==> src/rtl/vram_write_arbiter_pkg.sv <==
// Shared framebuffer geometry, colour constants and fill FSM state type for the VRAM
// write arbiter.
package vram_write_arbiter_pkg;

    localparam int unsigned FB_WIDTH_DEF  = 400;
    localparam int unsigned FB_HEIGHT_DEF = 240;
    localparam int unsigned ADDR_W_DEF    = 19;
    localparam int unsigned COLOR_W_DEF   = 3;

    localparam logic [2:0] COLOR_BLACK = 3'b000;

    typedef enum logic [1:0] {
        StIdle = 2'd0,
        StFill = 2'd1,
        StDone = 2'd2
    } fill_state_e;

    // A rectangle is accepted only if it is non-empty and lies fully inside the framebuffer.
    function automatic logic rect_fits(
        input logic [8:0]  x0,
        input logic [8:0]  w,
        input logic [7:0]  y0,
        input logic [7:0]  h,
        input int unsigned fb_w,
        input int unsigned fb_h
    );
        return (w != 9'd0) && (h != 8'd0) &&
               ((32'(x0) + 32'(w)) <= fb_w) &&
               ((32'(y0) + 32'(h)) <= fb_h);
    endfunction

endpackage

==> src/rtl/vram_write_arbiter_fill_raster_counter.sv <==
// Raster-order pixel counter for the fill engine: x/y offsets, row-base accumulator and
// linear address, built incrementally without a multiplier.
module vram_write_arbiter_fill_raster_counter
    import vram_write_arbiter_pkg::*;
#(
    parameter int unsigned FB_WIDTH = FB_WIDTH_DEF,
    parameter int unsigned ADDR_W   = ADDR_W_DEF
) (
    input  logic              Clock,
    input  logic              Reset,
    input  logic              iLoad,
    input  logic              iAdvance,
    input  logic [ADDR_W-1:0] iBase,
    input  logic [8:0]        iW,
    input  logic [7:0]        iH,
    output logic [ADDR_W-1:0] oAddr,
    output logic              oLast
);

    logic [8:0]        x_q, x_d, w_q, w_d;
    logic [7:0]        y_q, y_d, h_q, h_d;
    logic [ADDR_W-1:0] row_base_q, row_base_d;
    logic              x_end, y_end;

    assign x_end = (x_q == (w_q - 9'd1));
    assign y_end = (y_q == (h_q - 8'd1));

    always_comb begin
        x_d        = x_q;
        y_d        = y_q;
        w_d        = w_q;
        h_d        = h_q;
        row_base_d = row_base_q;
        if (iLoad) begin
            x_d        = 9'd0;
            y_d        = 8'd0;
            w_d        = iW;
            h_d        = iH;
            row_base_d = iBase;
        end else if (iAdvance) begin
            if (x_end) begin
                x_d        = 9'd0;
                y_d        = y_q + 8'd1;
                row_base_d = row_base_q + ADDR_W'(FB_WIDTH);
            end else begin
                x_d = x_q + 9'd1;
            end
        end
    end

    always_ff @(posedge Clock or negedge Reset) begin
        if (!Reset) begin
            x_q        <= '0;
            y_q        <= '0;
            w_q        <= '0;
            h_q        <= '0;
            row_base_q <= '0;
        end else begin
            x_q        <= x_d;
            y_q        <= y_d;
            w_q        <= w_d;
            h_q        <= h_d;
            row_base_q <= row_base_d;
        end
    end

    assign oAddr = row_base_q + ADDR_W'(x_q);
    assign oLast = x_end && y_end;

endmodule

==> src/rtl/vram_write_arbiter.sv <==
// Arbitrates the video memory write port between CPU pixel writes (absolute priority)
// and the rectangle-fill engine, which only uses idle cycles.
module vram_write_arbiter
    import vram_write_arbiter_pkg::*;
#(
    parameter int unsigned FB_WIDTH  = FB_WIDTH_DEF,
    parameter int unsigned FB_HEIGHT = FB_HEIGHT_DEF,
    parameter int unsigned ADDR_W    = ADDR_W_DEF,
    parameter int unsigned COLOR_W   = COLOR_W_DEF
) (
    input  logic               Clock,
    input  logic               Reset,
    input  logic               iCpuWrite,
    input  logic [ADDR_W-1:0]  iCpuAddr,
    input  logic [COLOR_W-1:0] iCpuColor,
    input  logic               iFillStart,
    input  logic               iFillAbort,
    input  logic [8:0]         iFillX0,
    input  logic [7:0]         iFillY0,
    input  logic [8:0]         iFillW,
    input  logic [7:0]         iFillH,
    input  logic [COLOR_W-1:0] iFillColor,
    output logic               oWriteEnable,
    output logic [ADDR_W-1:0]  oWriteAddr,
    output logic [COLOR_W-1:0] oWriteColor,
    output logic               oFillBusy,
    output logic               oFillDone,
    output logic               oFillError
);

    fill_state_e        state_q, state_d;
    logic               we_q, we_d;
    logic [ADDR_W-1:0]  addr_q, addr_d;
    logic [COLOR_W-1:0] color_q, color_d;
    logic [COLOR_W-1:0] fill_color_q, fill_color_d;
    logic               busy_q, busy_d;
    logic               done_q, done_d;
    logic               error_q, error_d;

    logic               cnt_load, cnt_advance, cnt_last;
    logic [ADDR_W-1:0]  cnt_addr, start_base;

    assign start_base = ADDR_W'(FB_WIDTH) * ADDR_W'(iFillY0) + ADDR_W'(iFillX0);

    vram_write_arbiter_fill_raster_counter #(
        .FB_WIDTH (FB_WIDTH),
        .ADDR_W   (ADDR_W)
    ) u_raster (
        .Clock    (Clock),
        .Reset    (Reset),
        .iLoad    (cnt_load),
        .iAdvance (cnt_advance),
        .iBase    (start_base),
        .iW       (iFillW),
        .iH       (iFillH),
        .oAddr    (cnt_addr),
        .oLast    (cnt_last)
    );

    always_comb begin
        state_d      = state_q;
        fill_color_d = fill_color_q;
        we_d         = 1'b0;
        addr_d       = '0;
        color_d      = COLOR_W'(COLOR_BLACK);
        done_d       = 1'b0;
        error_d      = 1'b0;
        cnt_load     = 1'b0;
        cnt_advance  = 1'b0;

        // The CPU is never stalled, whatever the fill engine is doing.
        if (iCpuWrite) begin
            we_d    = 1'b1;
            addr_d  = iCpuAddr;
            color_d = iCpuColor;
        end

        unique case (state_q)
            StIdle: begin
                if (!iFillAbort && iFillStart) begin
                    if (rect_fits(iFillX0, iFillW, iFillY0, iFillH, FB_WIDTH, FB_HEIGHT)) begin
                        cnt_load     = 1'b1;
                        fill_color_d = iFillColor;
                        state_d      = StFill;
                    end else begin
                        error_d = 1'b1;
                    end
                end
            end
            StFill: begin
                if (iFillAbort) begin
                    state_d = StIdle;
                end else if (!iCpuWrite) begin
                    we_d        = 1'b1;
                    addr_d      = cnt_addr;
                    color_d     = fill_color_q;
                    cnt_advance = 1'b1;
                    if (cnt_last) begin
                        state_d = StDone;
                    end
                end
            end
            StDone: begin
                state_d = StIdle;
                done_d  = !iFillAbort;
            end
            default: state_d = StIdle;
        endcase

        busy_d = (state_d == StFill);
    end

    always_ff @(posedge Clock or negedge Reset) begin
        if (!Reset) begin
            state_q      <= StIdle;
            fill_color_q <= '0;
            we_q         <= 1'b0;
            addr_q       <= '0;
            color_q      <= '0;
            busy_q       <= 1'b0;
            done_q       <= 1'b0;
            error_q      <= 1'b0;
        end else begin
            state_q      <= state_d;
            fill_color_q <= fill_color_d;
            we_q         <= we_d;
            addr_q       <= addr_d;
            color_q      <= color_d;
            busy_q       <= busy_d;
            done_q       <= done_d;
            error_q      <= error_d;
        end
    end

    assign oWriteEnable = we_q;
    assign oWriteAddr   = addr_q;
    assign oWriteColor  = color_q;
    assign oFillBusy    = busy_q;
    assign oFillDone    = done_q;
    assign oFillError   = error_q;

endmodule

==> config.mk <==
export PLATFORM = sky130hd
export DESIGN_NAME = vram_write_arbiter
export DESIGN_NICKNAME = d
export VERILOG_FILES = /design/src/rtl/vram_write_arbiter_pkg.sv /design/src/rtl/vram_write_arbiter_fill_raster_counter.sv /design/src/rtl/vram_write_arbiter.sv
export SDC_FILE = /design/constraint.sdc
export NUM_CORES = 1
export LEC_CHECK = 0
export BUFFER_PORTS_ARGS = -buffer_cell sky130_fd_sc_hd__buf_2
export CAP_MARGIN = 5
export CORE_ASPECT_RATIO = 2
export CORE_MARGIN = 1.5
export CORE_UTILIZATION = 64
export CTS_BUF_LIST = sky130_fd_sc_hd__clkbuf_4 sky130_fd_sc_hd__clkbuf_8 sky130_fd_sc_hd__clkbuf_16
export DETAILED_ROUTE_END_ITERATION = 16
export GPL_ROUTABILITY_DRIVEN = 0
export PLACE_DENSITY_LB_ADDON = 0.2
export SLEW_MARGIN = 30
export SYNTH_ARGS = -nofsm -noshare
export SYNTH_HDL_FRONTEND = slang
export SYNTH_HIERARCHICAL = 1
export SYNTH_SLANG_ARGS = --single-unit
==> constraint.sdc <==
create_clock -name Clock -period 4.3 [get_ports Clock]
set_clock_uncertainty 0.05 [all_clocks]
set_input_delay 0.43 -clock Clock [delete_from_list [all_inputs] [get_ports Clock]]
set_output_delay 0.43 -clock Clock [all_outputs]
set_load 0.1 [all_outputs]
Yosys cells after proc, flatten, opt, wreduce, memory -nomap -nowiden --
Cells that the tools add are included.
Word-level totals: output and inout bits 26, logic and storage cells 80, flip-flop bits (word level) 84
Operators by class: eq/ne operators 5, $add $sub $neg 9, multiplexer cells 37, order comparisons 2, multipliers 1, reductions and logical operators 13
Operators with widths (number):
- $mux W19 | 7
- $mux W9 | 3
- $mux W8 | 3
- $add A19 B9 Y19 | 1
- $add A19 B9 Y19 const B | 1
- $add A17 B9 Y18 | 1
- $mux W1 | 14
- $mul A5 B8 Y13 const A | 1
- $mux W3 | 4
- $add A9 B9 Y10 | 1
- $le A10 B9 Y1 const B | 1
- $mux W2 | 5
- $add A8 B8 Y9 | 1
- $add A9 B1 Y9 const B | 1
- $eq A9 B9 Y1 | 1
- $le A9 B8 Y1 const B | 1
- $reduce_bool A9 Y1 | 1
- $sub A9 B1 Y9 const B | 1
- $add A8 B1 Y8 const B | 1
- $eq A8 B8 Y1 | 1
- $reduce_bool A8 Y1 | 1
- $sub A8 B1 Y8 const B | 1
- $logic_and A1 B1 Y1 | 5
- $eq A2 B1 Y1 const B | 2
- other kinds (7) | 8

Depth between registers and ports, before layout --
word-level depth 9, gate-level depth with buffers 15, gate-level depth less buffers 15

By module --
Netlist, hierarchy kept.
By module, submodules not included:
- vram_write_arbiter_fill_raster_counter | instances 1, area an instance 3772.4 um^2, cells an instance 427
- vram_write_arbiter | instances 1, area an instance 2935.3 um^2, cells an instance 329

Least setup slack after synthesis --
Ideal clock, no wire load.
path type input to register, from in iFillY0[0], to reg u_raster.h_q[7], arrival time 3.136 ns, data required time 4.125 ns, buffers on the path 2, setup time 0.125 ns, slack 0.990 ns, cell stages on the path 11, cells stage by stage ha_1 fa_1 a211oi_2 o21bai_1 a21oi_2 xor2_1 o31ai_2 nor3_1 clkbuf_1 buf_1 mux2_2
Between the ends: word-level cells in the longest chain between the ends 6
Ends and longest elaborated chain:
- start, declared | RTL line vram_write_arbiter.sv:19 | input logic [7:0] iFillY0,
- $add A8 B8 Y9 | RTL line vram_write_arbiter_pkg.sv:29 | ((32'(y0) + 32'(h)) <= fb_h);
- $le A9 B8 Y1 | RTL line vram_write_arbiter_pkg.sv:29
- $logic_and A1 B1 Y1 | RTL line vram_write_arbiter_pkg.sv:28 | ((32'(x0) + 32'(w)) <= fb_w) &&
- $mux W1 | RTL line vram_write_arbiter.sv:81 | if (rect_fits(iFillX0, iFillW, iFillY0, iFillH, FB_WIDTH, FB_HEIGHT)) begin
- $mux W1 | RTL line vram_write_arbiter.sv:80 | if (!iFillAbort && iFillStart) begin
- $mux W1 | RTL line vram_write_arbiter.sv:78 | unique case (state_q)
- net cnt_load | RTL line vram_write_arbiter.sv:40 | logic cnt_load, cnt_advance, cnt_last;
- end signal, assigned | RTL line vram_write_arbiter_fill_raster_counter.sv:56 | h_q <= '0;
- end signal, assigned | RTL line vram_write_arbiter_fill_raster_counter.sv:62 | h_q <= h_d;
- end, declared | RTL line vram_write_arbiter_fill_raster_counter.sv:21 | logic [7:0] y_q, y_d, h_q, h_d;
The timed path passes the listed nets, and every way through them passes these cells. A chain may end at the register's enable or synchronous reset.

Worst setup path in the final report --
from reg u_raster.x_q[0], to reg addr_q[18] (netlist: oWriteAddr[18])
Between the ends: word-level cells in the longest chain between the ends 4
Ends and longest elaborated chain:
- start, declared | RTL line vram_write_arbiter_fill_raster_counter.sv:20 | logic [8:0] x_q, x_d, w_q, w_d;
- start signal, assigned | RTL line vram_write_arbiter_fill_raster_counter.sv:53 | x_q <= '0;
- start signal, assigned | RTL line vram_write_arbiter_fill_raster_counter.sv:59 | x_q <= x_d;
- $add A19 B9 Y19 | RTL line vram_write_arbiter_fill_raster_counter.sv:67 | assign oAddr = row_base_q + ADDR_W'(x_q);
- net cnt_addr[18] | RTL line vram_write_arbiter.sv:41 | logic [ADDR_W-1:0] cnt_addr, start_base;
- $mux W19 | RTL line vram_write_arbiter.sv:93 | end else if (!iCpuWrite) begin
- $mux W19 | RTL line vram_write_arbiter.sv:91 | if (iFillAbort) begin
- $mux W19 | RTL line vram_write_arbiter.sv:78
- net addr_d[18] | RTL line vram_write_arbiter.sv:33 | logic [ADDR_W-1:0] addr_q, addr_d;
- end signal, assigned | RTL line vram_write_arbiter.sv:127 | addr_q <= addr_d;
- end, declared | RTL line vram_write_arbiter.sv:33
The timed path passes the listed nets, and every way through them passes these cells.

==> summary.md <==
| Metric | Value |
|---|---|
| Worst hold path class | `primary input to asynchronous set/reset pin` |
| Critical Path End Type | `register` |
| Die W | `75.4 µm` |
| Antenna viol nets, final | `0` |
| CTS root buf | `clkbuf_16` |
| Slew headroom | `between 40% and 50%` |
| Critical path cell sequence | `ha_1 -> fa_1 -> a21o_1 -> a21oi_1 -> o21bai_1 -> a21oi_1 -> o21ai_0 -> o311ai_0 -> nand2_1 -> o21ai_0` |
| Vias/cell | `a little over 6` |
| P&R area growth vs syn | `13.1%` |
| IO Port Bufs | `89` |
| RSZ-0062 raised after global routing | `false` |
| Std-Cell Rows | `52` |
| Vias | `about 6000` |
| Register area share after synthesis | `roughly a third` |
| Post-Syn Area | `~0.0067 mm²` |
| Post_cts resized | `0` |
| Actual slew at the worst max-slew pin | `between 800 and 900 ps` |
| GRT Util Overall | `a little over 30%` |
| Synthesized area per cell | `between 8 and 9 µm²` |
| Fin crit share | `a little under 80%` |
| TritonCTS clock tree | `built` |
| CP bufs+invs | `0` |
| Seq cells post-synth | `84` |
| Pwr/cell area | `505 mW/mm²` |
| Clk_lat worst skew | `~340 ps` |
| Vert. Die Dim | `~150 µm` |
| FF-to-FF End | `oWriteAddr[18]` |
| Setup CP Type | `register to register` |
| WL final | `15900 µm` |
| Worst setup SP type | `register` |
| Ys async rst share | `between 90% and 100%` |
| MaxCap Viol Count | `0` |
| Total die area | `between 0.01 and 0.015 mm²` |
| Top Ports | `90` |
| Fmax | `294 MHz` |
| Status | `completed` |
| Top_reg_cell synth | `dfrtp_1` |
| Fin Setup TNS | `0 ps` |
| CTS Buf Count | `9` |
| Max incr delay on CP | `a little under 800 ps` |
| Delay-heaviest family, CP | `compound AO/OA/AOI/OAI gates` |
| First DRT Iteration DRCs | `~270` |
| Worst vdd ir | `approximately 0.28 mV` |
| End of the critical path | `oWriteAddr[18]` |
| Commonest cells after routing, fill and taps aside | `88 x buf_2, 84 x dfrtp_1, 70 x nand2_1` |
| Worst-case clock buffer depth | `2` |
| Core Util, Final | `74.7%` |
| Post-Synthesis Cells | `756` |
| Maximum fanout along the worst path | `6` |
| Syn Nets | `892` |
| Layout cells sized above 1 | `18.9%` |
| Pin count of the biggest net entering global routing | `85` |
| Postcts setup bufs | `0` |
| Layout Cells excl Fill | `969` |
| Max-slew violation count | `0` |
| Grt ovf | `0` |
| DRC violations left | `0` |
| CTS HTree Levels | `3` |
| Warnings, synthesis | `6` |
| Post-route minimum period | `around 3400 ps` |
| First-pass GRT wire length | `~27000 µm` |
| Drt wl/cell | `about 16 µm` |
| Slowest cell on the critical path | `o311ai_0` |
| Instance count on the critical path | `10` |
| Crit path launch | `u_raster/x_q[0]` |
| DP Wirelength | `12300 µm` |
| Core area | `0.0101 mm²` |
| Worst Reg-to-Reg Cells | `10` |
| Reg-to-Reg Start | `u_raster/x_q[0]` |
| Commonest non-fill, non-tap cell in the layout | `buf_2` |
| Final Hold Viols | `0` |
| CTS clock-pin slew for the worst setup and hold paths | `~60 ps` |
| CTS sink count | `84` |
| Initial antenna violation count | `0` |
| Vias in the first global route | `5933` |
| Hold-fix buffers, CTS | `0` |
| Critical Path AT | `approximately 3600 ps` |
| Final Setup Violations | `0` |
| TritonRoute pass-1 iters | `5` |
| Initial Utilization | `66.1%` |
| Lkg Pwr | `approximately 0.0034 µW` |
| Worst path required time | `4500 ps` |
| Final net count | `965` |
| Synth cell types | `70` |
| Reg2Reg Setup Slack | `890 ps` |
| Post-synth EDFFs | `0` |
| Ant diodes | `0` |
| Placed insts | `about 950` |
## power by group
part / leakage [µW] / total, µW / internal (µW) / switching (µW)
logic: 0.00224 / 1700 / 727 / 971
clock network: 0.000160 / 834 / 536 / 298
registers: 0.00104 / 1300 / 1000 / 300
total: 0.00344 / 3830 / 2270 / 1570
## worst min-delay path by stage
stage,from,end,slack [ps],cells past startpoint
6_report,Reset,oFillDone,70,1
3_5_place_dp,state_q[0],oFillDone,390,1
3_3_place_gp,state_q[0],oFillDone,370,1
5_1_grt,Reset,oFillDone,140,1
2_1_floorplan,Reset,fill_color_q[0],80,0
4_1_cts,Reset,oFillDone,110,1
## sequential cells by signal, summed over array words and instances (netlist names)
| name | count |
|---|---|
| u_raster/row_base_q | 19 |
| oFillError | 1 |
| fill_color_q | 3 |
| u_raster/w_q | 9 |
| oWriteColor | 3 |
| oFillDone | 1 |
| oWriteEnable | 1 |
| u_raster/h_q | 8 |
| oWriteAddr | 19 |
| u_raster/x_q | 9 |
| oFillBusy | 1 |
| state_q | 2 |
| u_raster/y_q | 8 |
## per-layer routing
layer / up-vias / share of wire [%] / global-route usage [%]
li1: 2896 / - / -
met1: 2841 / 37 / 33.6
met2: 217 / 54 / 54.2
met3: 53 / 4.2 / 3.75
met4: 0 / 4.5 / 15.6
met5: - / 0 / 0
## cells in the mapped netlist, drive strengths merged, types with 4 or more instances
library cell / count / area share (%)
xor2: 30 / 3.9
o21bai: 7 / 0.78
o21a: 4 / 0.45
nor3: 29 / 2.4
o31ai: 15 / 1.8
and3: 7 / 0.65
nand4: 10 / 0.93
nand3: 26 / 2.0
o311ai: 7 / 0.91
o21ai: 49 / 3.7
nor2: 57 / 3.2
nor2b: 7 / 0.65
fa: 7 / 2.1
ha: 65 / 12
or2: 6 / 0.56
a21oi: 36 / 2.8
mux2i: 4 / 0.60
buf: 9 / 0.58
a211oi: 10 / 1.3
clkbuf: 25 / 1.4
or3: 7 / 0.65
a21o: 10 / 1.2
nand3b: 4 / 0.45
a31oi: 19 / 1.9
mux2: 21 / 3.7
dfrtp: 84 / 31
nand2: 70 / 3.9
inv: 34 / 1.9
xnor2: 32 / 4.2
or4: 17 / 1.9
nand2b: 4 / 0.37
## logic make-up (layout without fill, tap and decap cells)
logic type | Yosys count | count (layout) | synth area share (%)
flops | 84 | 84 | 31.3
fa+ha+maj | 72 | 72 | 14.2
mux | 25 | 25 | 4.29
xor+xnor | 62 | 62 | 8.10
simple gates | 260 | 260 | 19.8
buf+inv | 68 | 146 | 3.90
other cells | 1 | 1 | 0.0559
compound gates | 184 | 184 | 18.3
## per-stage QoR
step | hold WS [ps] | area, µm² | setup WS, ps | power [µW]
final | 70.7 | 7590 | 894 | 3830
after global routing | 144 | 7590 | 694 | 4100
after CTS | 114 | 7590 | 951 | 3820
after detailed placement | 390 | 7260 | 614 | 2980
after global placement | 370 | 7250 | 750 | 2880
after floorplan | 84.4 | 6710 | 990 | 2590
## worst reg2reg max path, stage by stage, from the launching register on
cell and delay, ps:
dfrtp_1 450, ha_1 280, fa_1 420, a21o_1 180, a21oi_1 240, o21bai_1 120
a21oi_1 250, o21ai_0 310, o311ai_0 780, nand2_1 90, o21ai_0 160
## area by class of cell
| cell class | count | area (µm²) |
|---|---|---|
| fillers | 790 | 2560 |
| inverters | 34 | 128 |
| clock buffers | 12 | 254 |
| clock inverters | 4 | 72.6 |
| flip-flops and latches | 84 | 2100 |
| repair buffers | 96 | 504 |
| multi-input cells | 604 | 4360 |
| well taps | 135 | 169 |
Note: power is estimated with default switching activity, not from simulation.
